[src/rtl/clk_div_sel_seq.sv]
// clk_div_sel_seq: refclk-domain sequencer that flips divclk_sel behind a hold req/ack handshake.
// Define CLK_DIV_SEL_TIMEOUT_EN to abort with err when hold_ack does not arrive within TIMEOUT_CYC.
module clk_div_sel_seq #(
    parameter int DIV         = 8,
    parameter int SETTLE_CYC  = 4 * DIV,
    parameter int TIMEOUT_CYC = 256
) (
    input  logic refclk,
    input  logic rst,
    input  logic dft_en,
    input  logic cmd_valid,
    input  logic cmd_sel,
    output logic cmd_ready,
    output logic hold_req,
    input  logic hold_ack,
    output logic divclk_sel,
    output logic busy,
    output logic done,
    output logic err
);
    localparam int MAXC = SETTLE_CYC > TIMEOUT_CYC ? SETTLE_CYC : TIMEOUT_CYC;
    localparam int CW   = $clog2(MAXC + 1);
    typedef enum logic [1:0] {IDLE, QUIESCE, SWITCH, RELEASE} state_t;
    state_t state_q, state_d;
    logic [CW-1:0] cnt_q, cnt_d;
    logic tgt_q, tgt_d, sel_q, sel_d, hold_q, hold_d, done_q, done_d, err_q, err_d;
    logic accept;
    always_ff @(posedge refclk) begin
        if (rst) begin
            state_q <= IDLE;
            cnt_q   <= '0;
            tgt_q   <= 1'b0;
            sel_q   <= 1'b0;
            hold_q  <= 1'b0;
            done_q  <= 1'b0;
            err_q   <= 1'b0;
        end else begin
            state_q <= state_d;
            cnt_q   <= cnt_d;
            tgt_q   <= tgt_d;
            sel_q   <= sel_d;
            hold_q  <= hold_d;
            done_q  <= done_d;
            err_q   <= err_d;
        end
    end
    always_comb begin
        state_d = state_q;
        cnt_d   = cnt_q;
        tgt_d   = tgt_q;
        sel_d   = sel_q;
        hold_d  = hold_q;
        done_d  = 1'b0;
        err_d   = 1'b0;
        case (state_q)
            IDLE: if (accept) begin
                if (cmd_sel == sel_q) done_d = 1'b1;
                else begin
                    tgt_d   = cmd_sel;
                    state_d = QUIESCE;
                    hold_d  = 1'b1;
`ifdef CLK_DIV_SEL_TIMEOUT_EN
                    cnt_d   = CW'(TIMEOUT_CYC - 1);
`endif
                end
            end
            QUIESCE: if (hold_ack) begin
                state_d = SWITCH;
                sel_d   = tgt_q;
                cnt_d   = CW'(SETTLE_CYC - 1);
            end
`ifdef CLK_DIV_SEL_TIMEOUT_EN
            else if (cnt_q == '0) begin
                state_d = IDLE;
                hold_d  = 1'b0;
                err_d   = 1'b1;
            end else cnt_d = cnt_q - CW'(1);
`endif
            SWITCH: if (cnt_q == '0) begin
                state_d = RELEASE;
                hold_d  = 1'b0;
            end else cnt_d = cnt_q - CW'(1);
            RELEASE: if (!hold_ack) begin
                state_d = IDLE;
                done_d  = 1'b1;
            end
            default: state_d = IDLE;
        endcase
    end
    always_comb begin
        cmd_ready  = (state_q == IDLE) && !dft_en && !rst;
        accept     = cmd_valid && cmd_ready;
        busy       = state_q != IDLE;
        hold_req   = hold_q;
        divclk_sel = sel_q;
        done       = done_q;
`ifdef CLK_DIV_SEL_TIMEOUT_EN
        err        = err_q;
`else
        err        = 1'b0;
`endif
    end
endmodule
[config.mk]
export PLATFORM = sky130hd
export DESIGN_NAME = clk_div_sel_seq
export DESIGN_NICKNAME = d
export VERILOG_FILES = /design/src/rtl/clk_div_sel_seq.sv
export SDC_FILE = /design/constraint.sdc
export NUM_CORES = 1
export LEC_CHECK = 0
export ABC_CLOCK_PERIOD_IN_PS = 2000
export CELL_PAD_IN_SITES_DETAIL_PLACEMENT = 1
export CELL_PAD_IN_SITES_GLOBAL_PLACEMENT = 2
export CORE_MARGIN = 2
export CORE_UTILIZATION = 31
export CTS_BUF_LIST = sky130_fd_sc_hd__clkbuf_16
export CTS_CLUSTER_SIZE = 8
export DETAILED_ROUTE_END_ITERATION = 6
export PLACE_DENSITY_LB_ADDON = 0.1
export REMOVE_ABC_BUFFERS = 1
export SLEW_MARGIN = 10
export SYNTH_ARGS = -nofsm -noshare
export SYNTH_HDL_FRONTEND = slang
export SYNTH_SLANG_ARGS = --single-unit
export TNS_END_PERCENT = 20
[constraint.sdc]
create_clock -name refclk -period 2 [get_ports refclk]
set_input_delay 0.3 -clock refclk [delete_from_list [all_inputs] [get_ports refclk]]
set_output_delay 0.3 -clock refclk [all_outputs]
set_load 0.01 [all_outputs]
==> results of run 1 <==
[final cells by class]
type	instances	area, µm²
Timing Repair Buffer	18	163
Tap cell	30	37.5
Fill cell	313	1420
Multi-Input combinational cell	75	499
Sequential cell	15	300
Inverter	7	26.3
Clock buffer	3	75.1
Clock inverter	1	3.75
[synthesized netlist by cell type (3+ instances only)]
cell type / count / area share
dfxtp_1: 15 / 0.35
a21oi_1: 13 / 0.077
nor2_1: 9 / 0.040
inv_1: 7 / 0.031
ha_1: 5 / 0.074
nand2_1: 5 / 0.022
nand2b_1: 5 / 0.037
a311oi_1: 4 / 0.041
a211oi_1: 3 / 0.027
nand3_1: 3 / 0.018
nor3_1: 3 / 0.018
nor4_1: 3 / 0.022
[what timing repair did]
action                                  in CTS  in global routing
endpoints found under the setup margin       0                 10
resized for setup                            0                  3
hold buffers                                 0                  0
[tightest hold or removal path, stage by stage, from the launching register on]
cell and delay [ns]:
dfxtp_1 0.32, nand3_1 0.07, a21oi_1 0.05
[flip-flops by register name, summed over array words and instances, names as in the netlist]
| signal | flops |
|---|---|
| tgt_q | 1 |
| hold_req | 1 |
| done | 1 |
| divclk_sel | 1 |
| state_q | 2 |
| cnt_q | 9 |
[logic make-up after synthesis]
logic type,synth area share
and+or+nand+nor,0.270
AOI/OAI and AO/OA,0.204
DFF,0.355
buffers and inverters,0.0591
adders and majority gates,0.0739
muxes,0.0236
other,0.00443
xor gates and xnor gates,0.0103
[routing by layer]
metal / vias to the layer above / wire length (µm) / global-route usage
li1: 401 / - / -
met1: 375 / 1030 / 0.177
met2: 12 / 988 / 0.252
met3: 2 / 81 / 0.0323
met4: 0 / 13 / 0.0510
met5: - / 0 / 0
[through the flow]
stage	power (mW)	setup WS (ns)
final	1.49	0.141
after CTS	1.50	0.0393
after detailed placement	1.11	0.101
after global placement	1.11	0.0225
after global routing	1.62	0.00731
after floorplan	0.903	0.284
[final timing paths]
path,start,end,slack [ns],cells after the start
hold reg to reg,tgt_q,divclk_sel,0.49,2
setup / recovery,state_q[0],busy,0.14,4
setup reg to reg,cnt_q[1],state_q[0],0.18,6
hold / removal,tgt_q,divclk_sel,0.49,2
[report_power, final]
group / internal (mW) / switching, mW
Combinational: 0.339 / 0.340
Clock: 0.265 / 0.118
Sequential: 0.358 / 0.0695
Total: 0.962 / 0.528
==> key figures, run 1 <==
STA
  – Setup violators final: 0
  – Final Cycle Share: 0.930
  – TNS Setup: 0 ns
  – Period minus WS final: 1.86 ns
  – Hold_ws: 0.492 ns
  – F_max: 0.538 GHz
  – RSZ-0062 raised after global routing: no
  – Slew Limit Fails: 0
  – Fin. Hold Viols: 0
  – Worst Skew: 0.00173 ns

Yosys
  – Most common flop cell mapped by yosys: dfxtp_1
  – Syn_area_per_cell: 8.39 µm²
  – #FFs+latches synth: 15
  – Cells after Synth: 101
  – Mapped Area: 847 µm²
  – Yosys Warn Count: 0
  – Sequential element share of the synthesized area: 0.355
  – Async set or reset register ratio after synthesis: 0
  – Distinct cells, synth: 32
  – Post-synth EDFFs: 0

Job
  – Max-Cap Viols: 0

CTS
  – Post-CTS setup buffer count: 0
  – TritonCTS clock tree: built
  – Clk buf depth: 2
  – Clock H-tree levels: 1
  – CTS sink cnt: 15
  – Worst-path clk slew: 0.05 ns
  – TritonCTS Buffers: 3
  – Worst skew pair latency: 0.24 ns
  – CTS Root Cell: clkbuf_16

Die
  – Core Area: 2520 µm²
  – Initial Util: 0.336
  – Die Wd: 56.3 µm
  – Core Rows: 18
  – DIE HEIGHT: 56.3 µm
  – Die Footprint: 3170 µm²
  – I/O pin cnt: 12

Global routing
  – First-pass GRT wire length: 3670 µm
  – Number of global-route vias before repair: 857
  – Initial antenna violation count: 0
  – Largest net degree at the start of global routing: 17
  – Global-route usage over all layers: 0.146
  – GR Overflow Total: 0

Placed design
  – DP HPWL: 1590 µm
  – RD Place Congestion: 0.725
  – Placed insts: 145
  – Cell Area, Placed: 1020 µm²
  – Port-buffer cells: 10

Setup path
  – Worst Path Arrival: 1.56 ns
  – Critical path's largest stage delay: 0.54 ns
  – Crit. End Element: primary output
  – Crit Path Class: reg -> out
  – Critical-path cell list: inv_1 > ha_1 > inv_1 > clkdlybuf4s50_1
  – WP data required: 1.70 ns
  – CP bufs+invs: 3
  – Crit start category: register
  – Most frequent CP cell: inv_1
  – CP max-delay cell: clkdlybuf4s50_1
  – Crit-path leading delay family: buffers and inverters
  – CP max FO: 3

Routing
  – Wire length per cell: 14.2 µm
  – Via count: 790
  – TritonRoute pass-1 iters: 2
  – Post-Route WL: 2110 µm
  – Initial drt markers: 25
  – Drc violations: 0
  – Antenna Nets Post-Route: 0
  – Vias per Instance: 5.30

Layout
  – Area delta synth->final: 30.4%
  – Highest-count cells in the layout ignoring fill and taps: 15 x dfxtp_1, 13 x a21oi_1, 9 x clkdlybuf4s50_1
  – Commonest non-fill, non-tap cell in the layout: dfxtp_1
  – Share of cells above drive strength 1: 0.126
  – Final net count: 131
  – Post-Layout Cell Count: 149
  – Antenna Cells: 0
  – Final core occ: 0.438
  – Finished Cell Area: 1100 µm²

Pwr
  – Leakage power: 0.438 nW
  – Pwr Density: 1350 nW/µm²
  – Worst VDD drop: 647 µV

Run status
  – Status: finished, final reports clean

Hold path
  – Hold/Removal Path Class: reg -> reg
No activity file was read; power rests on OpenSTA's default activity.
==> inputs of run 2 (changes only) <==
--- a/config.mk
+++ b/config.mk
@@ -5,11 +5,11 @@
 export SDC_FILE = /design/constraint.sdc
 export NUM_CORES = 1
 export LEC_CHECK = 0
-export ABC_CLOCK_PERIOD_IN_PS = 2000
+export ABC_CLOCK_PERIOD_IN_PS = 2300
 export CELL_PAD_IN_SITES_DETAIL_PLACEMENT = 1
 export CELL_PAD_IN_SITES_GLOBAL_PLACEMENT = 2
 export CORE_MARGIN = 2
-export CORE_UTILIZATION = 31
+export CORE_UTILIZATION = 33
 export CTS_BUF_LIST = sky130_fd_sc_hd__clkbuf_16
 export CTS_CLUSTER_SIZE = 8
 export DETAILED_ROUTE_END_ITERATION = 6
==> constraint.sdc (replaced) <==
create_clock -name refclk -period 2.3 [get_ports refclk]
set_input_delay 0.345 -clock refclk [delete_from_list [all_inputs] [get_ports refclk]]
set_output_delay 0.345 -clock refclk [all_outputs]
set_load 0.01 [all_outputs]
==> key figures, run 2 (synthesis gave the netlist of run 1 again) <==
Run status
  – Status: finished, final reports clean

CTS
  – TritonCTS Buffers: 3 (unchanged)
  – TritonCTS clock tree: built
  – CTS Root Cell: clkbuf_16
  – Clk buf depth: 2 (unchanged)
  – Worst-path clk slew: 0.05 ns (about the same)
  – Worst skew pair latency: 0.24 ns (about the same)
  – Number of hold buffers added after CTS: 0 (unchanged)
  – Post-CTS setup buffer count: 0 (unchanged)
  – Clock H-tree levels: 1 (unchanged)
  – CTS sink cnt: 15 (unchanged)
  – Post-CTS sizing: 0 (unchanged)

STA
  – Hold_ws: 0.485 ns (-0.00621 ns)
  – Setup violators final: 0 (unchanged)
  – Period minus WS final: 1.99 ns
  – Final Cycle Share: 0.867
  – F_max: 0.501 GHz
  – Fin. Hold Viols: 0 (unchanged)
  – Slack of the critical path: 0.306 ns (+0.165 ns)
  – Slew headroom: 0.565
  – RSZ-0062 raised after global routing: no
  – Worst Skew: 0.00128 ns (-0.000455 ns)
  – Slew Limit Fails: 0 (unchanged)
  – TNS Setup: 0 ns (unchanged)
  – Worst-Margin Slew: 0.646 ns

Setup path
  – Crit Path Class: reg -> reg
  – Worst Path Arrival: 2.14 ns (+0.58 ns)
  – Crit start category: register
  – Critical-path cell list: inv_1 > ha_1 > or4b_4 > o21ai_0 > nor2_1 > buf_4 > a311oi_1
  – R2r worst-path depth: 7 (+1)
  – Critical path's largest stage delay: 0.49 ns (-0.05 ns)
  – WP data required: 2.45 ns (+0.75 ns)
  – CP max FO: 5 (+2)
  – CP max-delay cell: or4b_4
  – Crit. End Element: register

Global routing
  – Met2 usage: 0.313 (+0.0614)
  – Met1 GRT Util: 0.194 (+0.0165)
  – Number of global-route vias before repair: 770 (-10%)
  – Gr busiest metal: met2
  – Largest net degree at the start of global routing: 17 (unchanged)
  – First-pass GRT wire length: 3590 µm (-2.2%)
  – Global-route usage over all layers: 0.171 (+0.0255)
  – Met3 usage: 0.0246 (-0.00767)
  – Initial antenna violation count: 0 (unchanged)
  – GR Overflow Total: 0 (unchanged)

Routing
  – Antenna Nets Post-Route: 0 (unchanged)
  – Initial drt markers: 8 (-68%)
  – Post-Route WL: 2110 µm (about the same)
  – Wire length per cell: 14.5 µm (+2.1%)
  – Vias per Instance: 5.33 (+0.50%)
  – Via count: 778 (-1.5%)
  – Drc violations: 0 (unchanged)
  – TritonRoute pass-1 iters: 4 (+2)

Hold path
  – Hold/Removal Path Class: reg -> reg
  – WHS Path Cells: 2 (unchanged)

Die
  – I/O pin cnt: 12 (unchanged)
  – Die Footprint: 2990 µm² (-5.6%)
  – Core Rows: 18 (unchanged)
  – Die Wd: 54.7 µm (-2.9%)
  – Core Area: 2450 µm² (-2.7%)
  – Initial Util: 0.345 (+0.00924)
  – DIE HEIGHT: 54.7 µm (-2.9%)

Pwr
  – Leakage power: 0.409 nW (-6.6%)
  – Pwr Density: 1190 nW/µm² (-12%)
  – Pint: 0.826 mW (-14%)
  – Clock Power Share: 0.253 (-0.004)
  – Seq pwr share: 0.296 (+0.009)
  – Comb pwr share: 0.451 (-0.005)
  – P_sw: 0.453 mW (-14%)
  – Switching Fraction: 0.354 (-0.000448)
  – Worst VDD drop: 795 µV (+23%)

Job
  – Max-Cap Viols: 0 (unchanged)

Placed design
  – RD Place Congestion: 0.760 (+4.8%)
  – Post-Place Setup Slack: 0.307 ns (+0.205 ns)
  – Cell Area, Placed: 998 µm² (-2.2%)
  – DP HPWL: 1560 µm (-2.0%)
  – Port-buffer cells: 10 (unchanged)

Layout
  – Highest-count cells in the layout ignoring fill and taps: 15 x dfxtp_1, 13 x a21oi_1, 10 x clkdlybuf4s50_1
  – Max reg flops: 9 (unchanged)
  – Commonest non-fill, non-tap cell in the layout: dfxtp_1
  – Share of cells above drive strength 1: 0.0948 (-0.0312)
  – Finished Cell Area: 1080 µm² (-2.5%)
  – Antenna Cells: 0 (unchanged)
  – Area delta synth->final: 27.2%
  – Final net count: 128 (-2.3%)
  – Largest Register: cnt_q
  – Top Registers: cnt_q (9), state_q (2)
## run 2: per-layer routing
| metal | routed length [µm] | up-vias |
|---|---|---|
| li1 | - | 400 |
| met1 | 941 | 364 |
| met2 | 1070 | 12 |
| met3 | 73 | 2 |
| met4 | 24 | 0 |
| met5 | 0 | - |
## run 2: critical path: cells and delay by family, from the launching register on
family	cells	cell delay, ns
buf+inv	2	0.24
fa+ha+maj	1	0.19
simple gates	2	0.63
flops	1	0.34
compound gates	2	0.50
## run 2: power groups by stage
| stage | Combinational, mW | Clock (mW) | Sequential, mW |
|---|---|---|---|
| after floorplan | 0.419 | 0 | 0.366 |
| after CTS | 0.579 | 0.339 | 0.377 |
| after global routing | 0.665 | 0.350 | 0.388 |
| after detailed placement | 0.570 | 0 | 0.382 |
| after global placement | 0.568 | 0 | 0.379 |
| final | 0.577 | 0.324 | 0.379 |
## run 2: stage by stage
stage / total power, mW / instances / util
final: 1.28 / 146 / 0.439
after global routing: 1.40 / 146 / 0.439
after CTS: 1.30 / 146 / 0.439
after global placement: 0.947 / 142 / 0.407
after detailed placement: 0.951 / 142 / 0.407
after floorplan: 0.785 / 97 / -
## run 2: final cells by class
class	instances	area, µm²
clock buffer	3	75.1
clock inverter	1	3.75
fill	303	1380
inverter	7	26.3
multi-input combinational	75	497
sequential	15	300
tap	30	37.5
timing repair buffer	15	138
## run 2: final timing paths
kind,slack [ns],start,endpoint
setup / recovery,0.31,cnt_q[0],cnt_q[4]
hold / removal,0.49,tgt_q,divclk_sel
setup reg to reg,0.31,cnt_q[0],cnt_q[4]
hold reg to reg,0.49,tgt_q,divclk_sel
